$ cat src/rtl/adc_seq_pkg.sv
// Shared types, default widths and mask-scan helpers for the ADC scan sequencer.
package adc_seq_pkg;

  typedef enum logic [1:0] {
    ST_IDLE  = 2'd0,
    ST_ISSUE = 2'd1,
    ST_DRAIN = 2'd2
  } state_t;

  localparam int CH_W   = 5;
  localparam int DATA_W = 12;
  localparam int MASK_W = 32;

  // Lowest set bit at or above 'from'; returns MASK_W when none is left.
  function automatic logic [5:0] next_set_bit(input logic [MASK_W-1:0] mask,
                                               input logic [5:0]        from);
    logic [5:0] idx;
    idx = 6'd32;
    for (int i = MASK_W - 1; i >= 0; i--) begin
      if (mask[i] && (6'(i) >= from)) idx = 6'(i);
    end
    return idx;
  endfunction

  // Highest set bit; 0 for an empty mask (callers never pass one).
  function automatic logic [5:0] last_set_bit(input logic [MASK_W-1:0] mask);
    logic [5:0] idx;
    idx = 6'd0;
    for (int i = 0; i < MASK_W; i++) begin
      if (mask[i]) idx = 6'(i);
    end
    return idx;
  endfunction

endpackage

$ cat src/rtl/adc_scan_sequencer_fifo.sv
// Issue-order FIFO: remembers which channel each outstanding command asked for.
// Head is visible combinationally so a response can be checked in its own cycle.
module adc_chan_fifo #(
  parameter int DEPTH = 4,
  parameter int WIDTH = adc_seq_pkg::CH_W
) (
  input  logic             clk,
  input  logic             rst_n,
  input  logic             push,
  input  logic [WIDTH-1:0] push_data,
  input  logic             pop,
  output logic [WIDTH-1:0] head,
  output logic             full,
  output logic             empty
);

  localparam int AW = (DEPTH > 1) ? $clog2(DEPTH) : 1;

  logic [WIDTH-1:0] mem_reg [DEPTH];
  logic [AW-1:0]    wr_ptr_reg;
  logic [AW-1:0]    rd_ptr_reg;
  logic [AW:0]      count_reg;
  logic             do_push;
  logic             do_pop;

  assign full    = (count_reg == (AW + 1)'(DEPTH));
  assign empty   = (count_reg == '0);
  assign do_push = push & ~full;
  assign do_pop  = pop & ~empty;
  assign head    = mem_reg[rd_ptr_reg];

  // Storage needs no reset: occupancy alone decides which entries are live.
  always_ff @(posedge clk) begin
    if (do_push) mem_reg[wr_ptr_reg] <= push_data;
  end

  // Pointers wrap naturally because the depth is a power of two.
  always_ff @(posedge clk or negedge rst_n) begin
    if (!rst_n) begin
      wr_ptr_reg <= '0;
      rd_ptr_reg <= '0;
      count_reg  <= '0;
    end else begin
      if (do_push) wr_ptr_reg <= wr_ptr_reg + 1'b1;
      if (do_pop)  rd_ptr_reg <= rd_ptr_reg + 1'b1;
      case ({do_push, do_pop})
        2'b10:   count_reg <= count_reg + 1'b1;
        2'b01:   count_reg <= count_reg - 1'b1;
        default: count_reg <= count_reg;
      endcase
    end
  end

endmodule

$ cat src/rtl/adc_scan_sequencer.sv
// Drives the ADC command stream over a channel mask, checks responses against
// issue order and keeps the latest sample of every channel in a result bank.
module adc_scan_sequencer #(
  parameter int NUM_CH  = 17,
  parameter int MAX_OUT = 4,
  parameter int CH_W    = adc_seq_pkg::CH_W,
  parameter int DATA_W  = adc_seq_pkg::DATA_W
) (
  input  logic              clk_clk,
  input  logic              reset_reset_n,
  input  logic              start,
  input  logic              continuous,
  input  logic [NUM_CH-1:0] chan_mask,
  output logic              cmd_valid,
  output logic [CH_W-1:0]   cmd_channel,
  output logic              cmd_sop,
  output logic              cmd_eop,
  input  logic              cmd_ready,
  input  logic              rsp_valid,
  input  logic [CH_W-1:0]   rsp_channel,
  input  logic [DATA_W-1:0] rsp_data,
  output logic              busy,
  output logic              scan_done,
  output logic              sample_valid,
  output logic [CH_W-1:0]   sample_channel,
  output logic [DATA_W-1:0] sample_data,
  output logic              err_mismatch,
  input  logic              err_clr,
  input  logic [CH_W-1:0]   rd_addr,
  output logic [DATA_W-1:0] rd_data
);

  import adc_seq_pkg::*;

  state_t              state_reg, state_next;
  logic [NUM_CH-1:0]   mask_reg, mask_next;
  logic [CH_W-1:0]     ptr_reg, ptr_next;
  logic [CH_W-1:0]     last_reg, last_next;
  logic                sop_reg, sop_next;

  logic [CH_W-1:0]     live_first;
  logic [CH_W-1:0]     live_last;
  logic [CH_W-1:0]     scan_next_ptr;
  logic                is_last;
  logic                cmd_fire;

  logic [CH_W-1:0]     fifo_head;
  logic                fifo_full;
  logic                fifo_empty;
  logic                err_set;

  logic                sample_valid_reg;
  logic [CH_W-1:0]     sample_channel_reg;
  logic [DATA_W-1:0]   sample_data_reg;
  logic                err_reg;

  logic [DATA_W-1:0]   bank_reg [NUM_CH];
  logic [NUM_CH-1:0]   bank_we;
  logic                rsp_in_range;
  logic                rd_in_range;

  // Scan bounds of the live mask (used on start and on a continuous restart)
  // and of the latched mask (used to step through the current scan).
  assign live_first    = CH_W'(next_set_bit(MASK_W'(chan_mask), 6'd0));
  assign live_last     = CH_W'(last_set_bit(MASK_W'(chan_mask)));
  assign scan_next_ptr = CH_W'(next_set_bit(MASK_W'(mask_reg), 6'(ptr_reg) + 6'd1));
  assign is_last       = (ptr_reg == last_reg);

  // Command fields come straight from registers, so they stay put while stalled.
  assign cmd_fire    = cmd_valid & cmd_ready;
  assign cmd_channel = ptr_reg;
  assign cmd_sop     = cmd_valid & sop_reg;
  assign cmd_eop     = cmd_valid & is_last;
  assign busy        = (state_reg != ST_IDLE);

  // Scan state and latched scan context.
  always_ff @(posedge clk_clk or negedge reset_reset_n) begin
    if (!reset_reset_n) begin
      state_reg <= ST_IDLE;
      mask_reg  <= '0;
      ptr_reg   <= '0;
      last_reg  <= '0;
      sop_reg   <= 1'b0;
    end else begin
      state_reg <= state_next;
      mask_reg  <= mask_next;
      ptr_reg   <= ptr_next;
      last_reg  <= last_next;
      sop_reg   <= sop_next;
    end
  end

  // Next-state logic: load a scan, step through it, then wait for responses.
  always_comb begin
    state_next = state_reg;
    mask_next  = mask_reg;
    ptr_next   = ptr_reg;
    last_next  = last_reg;
    sop_next   = sop_reg;
    cmd_valid  = 1'b0;
    scan_done  = 1'b0;
    case (state_reg)
      ST_IDLE: begin
        if (start && (|chan_mask)) begin
          mask_next  = chan_mask;
          ptr_next   = live_first;
          last_next  = live_last;
          sop_next   = 1'b1;
          state_next = ST_ISSUE;
        end
      end
      ST_ISSUE: begin
        cmd_valid = ~fifo_full;
        if (cmd_fire) begin
          sop_next = 1'b0;
          if (is_last) state_next = ST_DRAIN;
          else         ptr_next   = scan_next_ptr;
        end
      end
      ST_DRAIN: begin
        if (fifo_empty) begin
          scan_done = 1'b1;
          if (continuous && (|chan_mask)) begin
            mask_next  = chan_mask;
            ptr_next   = live_first;
            last_next  = live_last;
            sop_next   = 1'b1;
            state_next = ST_ISSUE;
          end else begin
            state_next = ST_IDLE;
          end
        end
      end
      default: state_next = ST_IDLE;
    endcase
  end

  adc_chan_fifo #(
    .DEPTH (MAX_OUT),
    .WIDTH (CH_W)
  ) u_fifo (
    .clk       (clk_clk),
    .rst_n     (reset_reset_n),
    .push      (cmd_fire),
    .push_data (ptr_reg),
    .pop       (rsp_valid),
    .head      (fifo_head),
    .full      (fifo_full),
    .empty     (fifo_empty)
  );

  // A response is wrong if nothing is outstanding or it is not the oldest one.
  assign err_set = rsp_valid & (fifo_empty | (fifo_head != rsp_channel));

  // Response capture and sticky error; a new error beats a same-cycle clear.
  always_ff @(posedge clk_clk or negedge reset_reset_n) begin
    if (!reset_reset_n) begin
      sample_valid_reg   <= 1'b0;
      sample_channel_reg <= '0;
      sample_data_reg    <= '0;
      err_reg            <= 1'b0;
    end else begin
      sample_valid_reg <= rsp_valid;
      if (rsp_valid) begin
        sample_channel_reg <= rsp_channel;
        sample_data_reg    <= rsp_data;
      end
      if (err_set)      err_reg <= 1'b1;
      else if (err_clr) err_reg <= 1'b0;
    end
  end

  assign sample_valid   = sample_valid_reg;
  assign sample_channel = sample_channel_reg;
  assign sample_data    = sample_data_reg;
  assign err_mismatch   = err_reg;

  // Out-of-range response channels are still checked but never stored.
  assign rsp_in_range = ({1'b0, rsp_channel} < (CH_W + 1)'(NUM_CH));
  assign rd_in_range  = ({1'b0, rd_addr} < (CH_W + 1)'(NUM_CH));

  generate
    for (genvar gi = 0; gi < NUM_CH; gi++) begin : g_bank_we
      assign bank_we[gi] = rsp_valid & rsp_in_range & (rsp_channel == CH_W'(gi));
    end
  endgenerate

  // Result bank: latest sample per channel, cleared by reset.
  always_ff @(posedge clk_clk or negedge reset_reset_n) begin
    if (!reset_reset_n) begin
      for (int i = 0; i < NUM_CH; i++) bank_reg[i] <= '0;
    end else begin
      for (int i = 0; i < NUM_CH; i++) begin
        if (bank_we[i]) bank_reg[i] <= rsp_data;
      end
    end
  end

  assign rd_data = rd_in_range ? bank_reg[rd_addr] : '0;

endmodule

$ cat config.mk
export PLATFORM = sky130hd
export DESIGN_NAME = adc_scan_sequencer
export DESIGN_NICKNAME = d
export VERILOG_FILES = /design/src/rtl/adc_seq_pkg.sv /design/src/rtl/adc_scan_sequencer_fifo.sv /design/src/rtl/adc_scan_sequencer.sv
export SDC_FILE = /design/constraint.sdc
export NUM_CORES = 1
export LEC_CHECK = 0
export ABC_AREA = 0
export BUFFER_PORTS_ARGS = -buffer_cell sky130_fd_sc_hd__buf_2
export CAP_MARGIN = 20
export CORE_MARGIN = 2
export CORE_UTILIZATION = 60
export DETAILED_ROUTE_END_ITERATION = 10
export HOLD_SLACK_MARGIN = 0.08
export PLACE_DENSITY = 0.79
export SLEW_MARGIN = 20
export SYNTH_ARGS = -nofsm -noshare
export SYNTH_HDL_FRONTEND = slang
export SYNTH_HIERARCHICAL = 1
export SYNTH_SLANG_ARGS = --single-unit
$ cat constraint.sdc
create_clock -name clk_clk -period 3.6 [get_ports clk_clk]
set_input_delay 0.72 -clock clk_clk [delete_from_list [all_inputs] [get_ports clk_clk]]
set_output_delay 0.72 -clock clk_clk [all_outputs]
set_load 0.02 [all_outputs]
==> flow_summary.json, run 1 <==
{
  "cts.sinks": 279,
  "via_per_inst": 6.28,
  "hold_path_class": "in2async",
  "wire_per_inst_um": 22.8,
  "crit_fanout": 19,
  "hold_slack_ns": 0.113,
  "core_sq_um": 22000,
  "wl_mm": 30.6,
  "grt_overflow": 0,
  "hold_viol_final": 0,
  "synth_edf_count": 20,
  "grt_pass1_wl_mm": 48.9,
  "p_comb_share_pct": 29.0,
  "clk_latency_ns": 0.54,
  "wl_met2_mm": 14.6,
  "dp_cells": 1290,
  "synth_area_leader_cell": "dfrtp_1",
  "first_global_vias": 8676,
  "clk_pin_slew_ns": 0.06,
  "fmax_ghz": 0.298,
  "power_switching_w": 0.00336,
  "diodes": 0,
  "utilization_pct": 69.5,
  "synth_flop_cell": "dfrtp_1",
  "cts_hold_buf": 0,
  "final_cell_mix": "dfrtp_1, mux2_2, buf_2, mux4_2, nand2_1",
  "startpoint_type": "primary input",
  "start_util_pct": 61.4,
  "tightestPinTransition_ns": 1.03,
  "synth_top_cell_area_share_pct": 48.1,
  "root_buffer": "clkbuf_16",
  "rsz0062_at_grt": "false",
  "power_w": 0.0108,
  "htreeDepth": 1,
  "syn_area_per_cell_sq_um": 14.1,
  "cts_tree": "done",
  "area_delta_synth_final_pct": 13.2,
  "p_sw_share_pct": 31.1,
  "ioPinCount": 87,
  "drive_gt1_share_pct": 45.8,
  "dr_total_vias": 8425,
  "cp.required_ns": 2.88,
  "slew_viol_final": 0,
  "largest_register_ffs": 204,
  "track_usage_pct": 26.5,
  "power.density_nw_per_um2": 707,
  "gp_congestion": 0.861,
  "period_minus_slack_ns": 3.36,
  "cp.arrival_ns": 2.64,
  "row_count": 54,
  "ys_seq_elements": 279,
  "syn_nets": 1014,
  "synth_cells": 958,
  "drt-initial-drc-count": 700,
  "period_share_pct": 93.3,
  "setup_viol": 0,
  "max_slew_margin_pct": 31.3,
  "outcome": "complete, no violations",
  "hpwl_mm": 19.7,
  "post_cts_resized": 0,
  "firstDrtPassIters": 5,
  "async_flop_share_pct": 92.8,
  "setup.worst_path.class": "in2out",
  "post_cts.repair.setup_buffers": 0,
  "cts_buffers": 29,
  "seqPwrFrac_pct": 41.9,
  "ys_seq_area_share_pct": 52.5,
  "irDropWorstVdd_mv": 0.447,
  "die_h_um": 154,
  "io_buffer_count": 86,
  "final_common_cell": "dfrtp_1",
  "synth_cell_types": 74,
  "ant_nets": 0,
  "highest_layer": "met4",
  "antenna_found_initial": 0,
  "finalNetCount": 1097,
  "drv_cap": 0,
  "tns_ns": 0,
  "yosysWarnings": 6,
  "die_x_um": 154,
  "grt_max_degree": 86,
  "internal_power_w": 0.00743,
  "pwr-share-clk_pct": 29.2,
  "end_kind": "output pin",
  "drc": 0,
  "p_leak_nw": 6.77,
  "wl_met3_mm": 1.58,
  "synth_area_sq_um": 13500,
  "die_area_sq_um": 23700,
  "clock_skew_ns": 0.00827,
  "clk_path_buf_depth": 3,
  "drt-met1-wl_mm": 13.8,
  "synth.area.top_cells": "dfrtp_1, mux2_2, mux4_2, edfxtp_1, nand2_1",
  "fin_cells": 1342
}
[critical path, stage by stage]
cell	delay, ns
buf_4	0.33
buf_12	0.25
mux4_2	0.51
mux4_2	0.47
inv_1	0.06
o21ai_0	0.07
buf_2	0.19
[through the flow]
step,setup slack (ns),instance area (sq um)
finish,0.242,15300
global route,0.124,15300
CTS,0.234,15300
detailed placement,0.230,14300
global placement,0.242,14300
floorplan,0.196,13500
[area by class of cell]
| class | count | area [sq um] |
|---|---|---|
| clock buffers | 35 | 788 |
| clock inverters | 17 | 223 |
| fillers | 1470 | 6700 |
| inverters | 38 | 143 |
| multi-input cells | 579 | 5990 |
| flip-flops and latches | 279 | 7080 |
| well taps | 280 | 350 |
| repair buffers | 114 | 691 |
[cells in the mapped netlist (all sizes together) (3+ instances only)]
library cell	instances
dfrtp	259
mux2	234
mux4	65
nand2	43
clkbuf	42
inv	38
o21ai	33
nor2	26
buf	20
edfxtp	20
a21oi	17
nor2b	10
xor2	10
ha	9
o31ai	9
xnor2	9
and2	8
nand2b	8
nor3	8
a31oi	7
nor4	7
o21a	6
o41ai	6
a211o	4
a211oi	4
a22oi	4
nor3b	4
a21boi	3
nand3	3
nand4	3
or2	3
[metal layers]
layer  vias to the layer above  global-route usage (%)
met1                      4415                    39.0
li1                       3708                       -
met2                       261                    42.8
met4                         0                    6.05
met3                        41                    3.83
met5                         -                       0
[power by group through the flow]
stage	registers [W]	logic, W	clock network [W]
after CTS	0.00451	0.00313	0.00319
after global placement	0.00453	0.00300	0
after global routing	0.00461	0.00341	0.00331
after floorplan	0.00438	0.00250	0
final	0.00452	0.00313	0.00315
after detailed placement	0.00456	0.00311	0
[kinds of logic after synthesis]
kind of cell             Yosys count  share of synthesized area, %
AO/OA/AOI/OAI                    114                          5.83
adder cells (fa/ha/maj)           10                         0.984
buffers and inverters            100                          3.17
XOR/XNOR                          19                          1.29
flip-flops                       279                          52.5
multiplexers                     300                          30.5
AND/OR/NAND/NOR                  136                          5.70
[final timing paths]
check / cells past startpoint / slack, ns / to / start
setup / recovery: 7 / 0.24 / rd_data[5] / rd_addr[0]
hold / removal: 1 / 0.11 / sample_valid / reset_reset_n
setup reg to reg: 7 / 0.58 / cmd_channel[2] / cmd_channel[0]
hold reg to reg: 2 / 0.50 / last_reg[2] / last_reg[2]
max in group asynchronous: 2 / 2.62 / bank_reg[125] / reset_reset_n
min in group clk_clk: 2 / 0.37 / err_mismatch / err_clr
No activity file was read; power rests on OpenSTA's default activity.
==> inputs of run 2 (changes only) <==
--- a/config.mk
+++ b/config.mk
@@ -9,10 +9,11 @@
 export BUFFER_PORTS_ARGS = -buffer_cell sky130_fd_sc_hd__buf_2
 export CAP_MARGIN = 20
 export CORE_MARGIN = 2
-export CORE_UTILIZATION = 60
+export CORE_UTILIZATION = 55
+export CTS_CLUSTER_SIZE = 30
 export DETAILED_ROUTE_END_ITERATION = 10
 export HOLD_SLACK_MARGIN = 0.08
-export PLACE_DENSITY = 0.79
+export PLACE_DENSITY = 0.73
 export SLEW_MARGIN = 20
 export SYNTH_ARGS = -nofsm -noshare
 export SYNTH_HDL_FRONTEND = slang
==> run 2 against run 1 <==
Effect of this change: die area rose by 8.8%; global-route usage is 2.1 points lower; cell count up 3.9%; via count is 0.57% lower; register-to-register slack gained 0.46 ns; clock-buffer cell count fell by 1; clock skew up 0.00063 ns; utilization down 5.7 points; critical path type unchanged.
==> flow_summary.json, run 2 (synthesis gave the netlist of run 1 again) <==
{
  "hold_path_class": "in2async",
  "die_area_sq_um": 25800,
  "start_util_pct": 55.8,
  "wl_mm": 30.4,
  "wire_per_inst_um": 21.8,
  "setup.worst_path.class": "in2out",
  "crit_fanout": 17,
  "end_kind": "output pin",
  "die_h_um": 161,
  "finalNetCount": 1103,
  "hold_slack_ns": 0.186,
  "firstDrtPassIters": 5,
  "period_share_pct": 92.5,
  "clk_latency_ns": 0.55,
  "post_cts.repair.setup_buffers": 0,
  "cp.arrival_ns": 2.61,
  "cts_hold_buf": 0,
  "hold_viol_final": 0,
  "max_slew_margin_pct": 35.2,
  "core_sq_um": 24200,
  "row_count": 57,
  "clk_path_buf_depth": 3,
  "power.density_nw_per_um2": 706,
  "fmax_ghz": 0.300,
  "io_buffer_count": 86,
  "placed_cell_area_sq_um": 14400,
  "grt_pass1_wl_mm": 49.4,
  "startpoint_type": "primary input",
  "final_cell_mix": "dfrtp_1, mux2_2, buf_2, mux4_2, nand2_1",
  "root_buffer": "clkbuf_16",
  "rsz0062_at_grt": "false",
  "track_usage_pct": 24.4,
  "tightestPinTransition_ns": 0.972,
  "drt-initial-drc-count": 612,
  "setup_viol": 0,
  "tns_ns": 0,
  "ioPinCount": 87,
  "clk_pin_slew_ns": 0.06,
  "largest_register_ffs": 204,
  "final_common_cell": "dfrtp_1",
  "nFillCells": 1806,
  "cts.sinks": 279,
  "drv_cap": 0,
  "drive_gt1_share_pct": 45.9,
  "slew_viol_final": 0,
  "ant_nets": 0,
  "p_leak_nw": 6.82,
  "cts_buffers": 30,
  "first_global_vias": 8596,
  "period_minus_slack_ns": 3.33,
  "stdcell_area_sq_um": 15400,
  "area_delta_synth_final_pct": 14.5,
  "irDropWorstVdd_mv": 0.550,
  "grt_overflow": 0,
  "rrSetupSlack_ns": 1.04,
  "diodes": 0,
  "drc": 0,
  "post_cts_resized": 0,
  "cts_tree": "done",
  "outcome": "complete, no violations",
  "grt_max_degree": 87,
  "gp_congestion": 0.836,
  "clock_skew_ns": 0.00890,
  "die_x_um": 161,
  "htreeDepth": 1,
  "antenna_found_initial": 0,
  "via_per_inst": 6.01,
  "dr_total_vias": 8377,
  "cp.required_ns": 2.88,
  "hpwl_mm": 20.3
}
## run 2: cell types whose count changed in the layout (fill, tap and decap cells not counted), moves of 2 or more
cell / change
buf_12: +3
clkbuf_8: -4
clkinv_2: +2
buf_4: +2
clkbuf_1: +2
## run 2: path summary, 6_finish.rpt
kind                                        to            from  depth (start not counted)
setup / recovery                    rd_data[2]      rd_addr[0]                          7
hold reg to reg                    last_reg[3]     last_reg[3]                          2
max in group asynchronous  u_fifo/count_reg[0]   reset_reset_n                          2
setup reg to reg                cmd_channel[2]  cmd_channel[1]                          7
hold / removal                   bank_reg[152]   reset_reset_n                          1
min in group clk_clk              err_mismatch         err_clr                          2
## run 2: cell type report
cell class	instances	area, sq um	area share (%)
Sequential cell	279	7080	45.9
Multi-Input combinational cell	579	5990	38.8
Clock buffer	34	766	4.96
Timing Repair Buffer	119	766	4.96
Tap cell	324	405	2.63
Clock inverter	22	287	1.86
Inverter	38	143	0.924
## run 2: critical path, stage by stage
cell     delay (ns)
buf_4          0.33
buf_4          0.22
mux4_2         0.51
mux4_2         0.47
inv_1          0.09
o21ai_0        0.07
buf_2          0.17
## run 2: metrics by stage
stage	util, %	power, W	std cells	setup slack, ns
floorplan	-	0.00687	958	0.196
global placement	59.5	0.00758	1339	0.285
detailed placement	59.5	0.00768	1339	0.227
CTS	63.8	0.0110	1395	0.219
global route	63.8	0.0115	1395	0.145
finish	63.8	0.0109	1395	0.269
## run 2: routing by layer
layer	vias to the layer above	part of all wire [%]	global-route usage, %
li1	3733	-	-
met1	4390	45	34.9
met2	199	49	39.8
met3	55	4.0	3.28
met4	0	2.3	6.84
met5	-	0	0
## run 2: report_power, final
part | internal [W] | switching [W] | leakage [nW]
clock network | 0.00197 | 0.00127 | 0.510
logic | 0.00160 | 0.00158 | 2.86
registers | 0.00394 | 0.000539 | 3.45
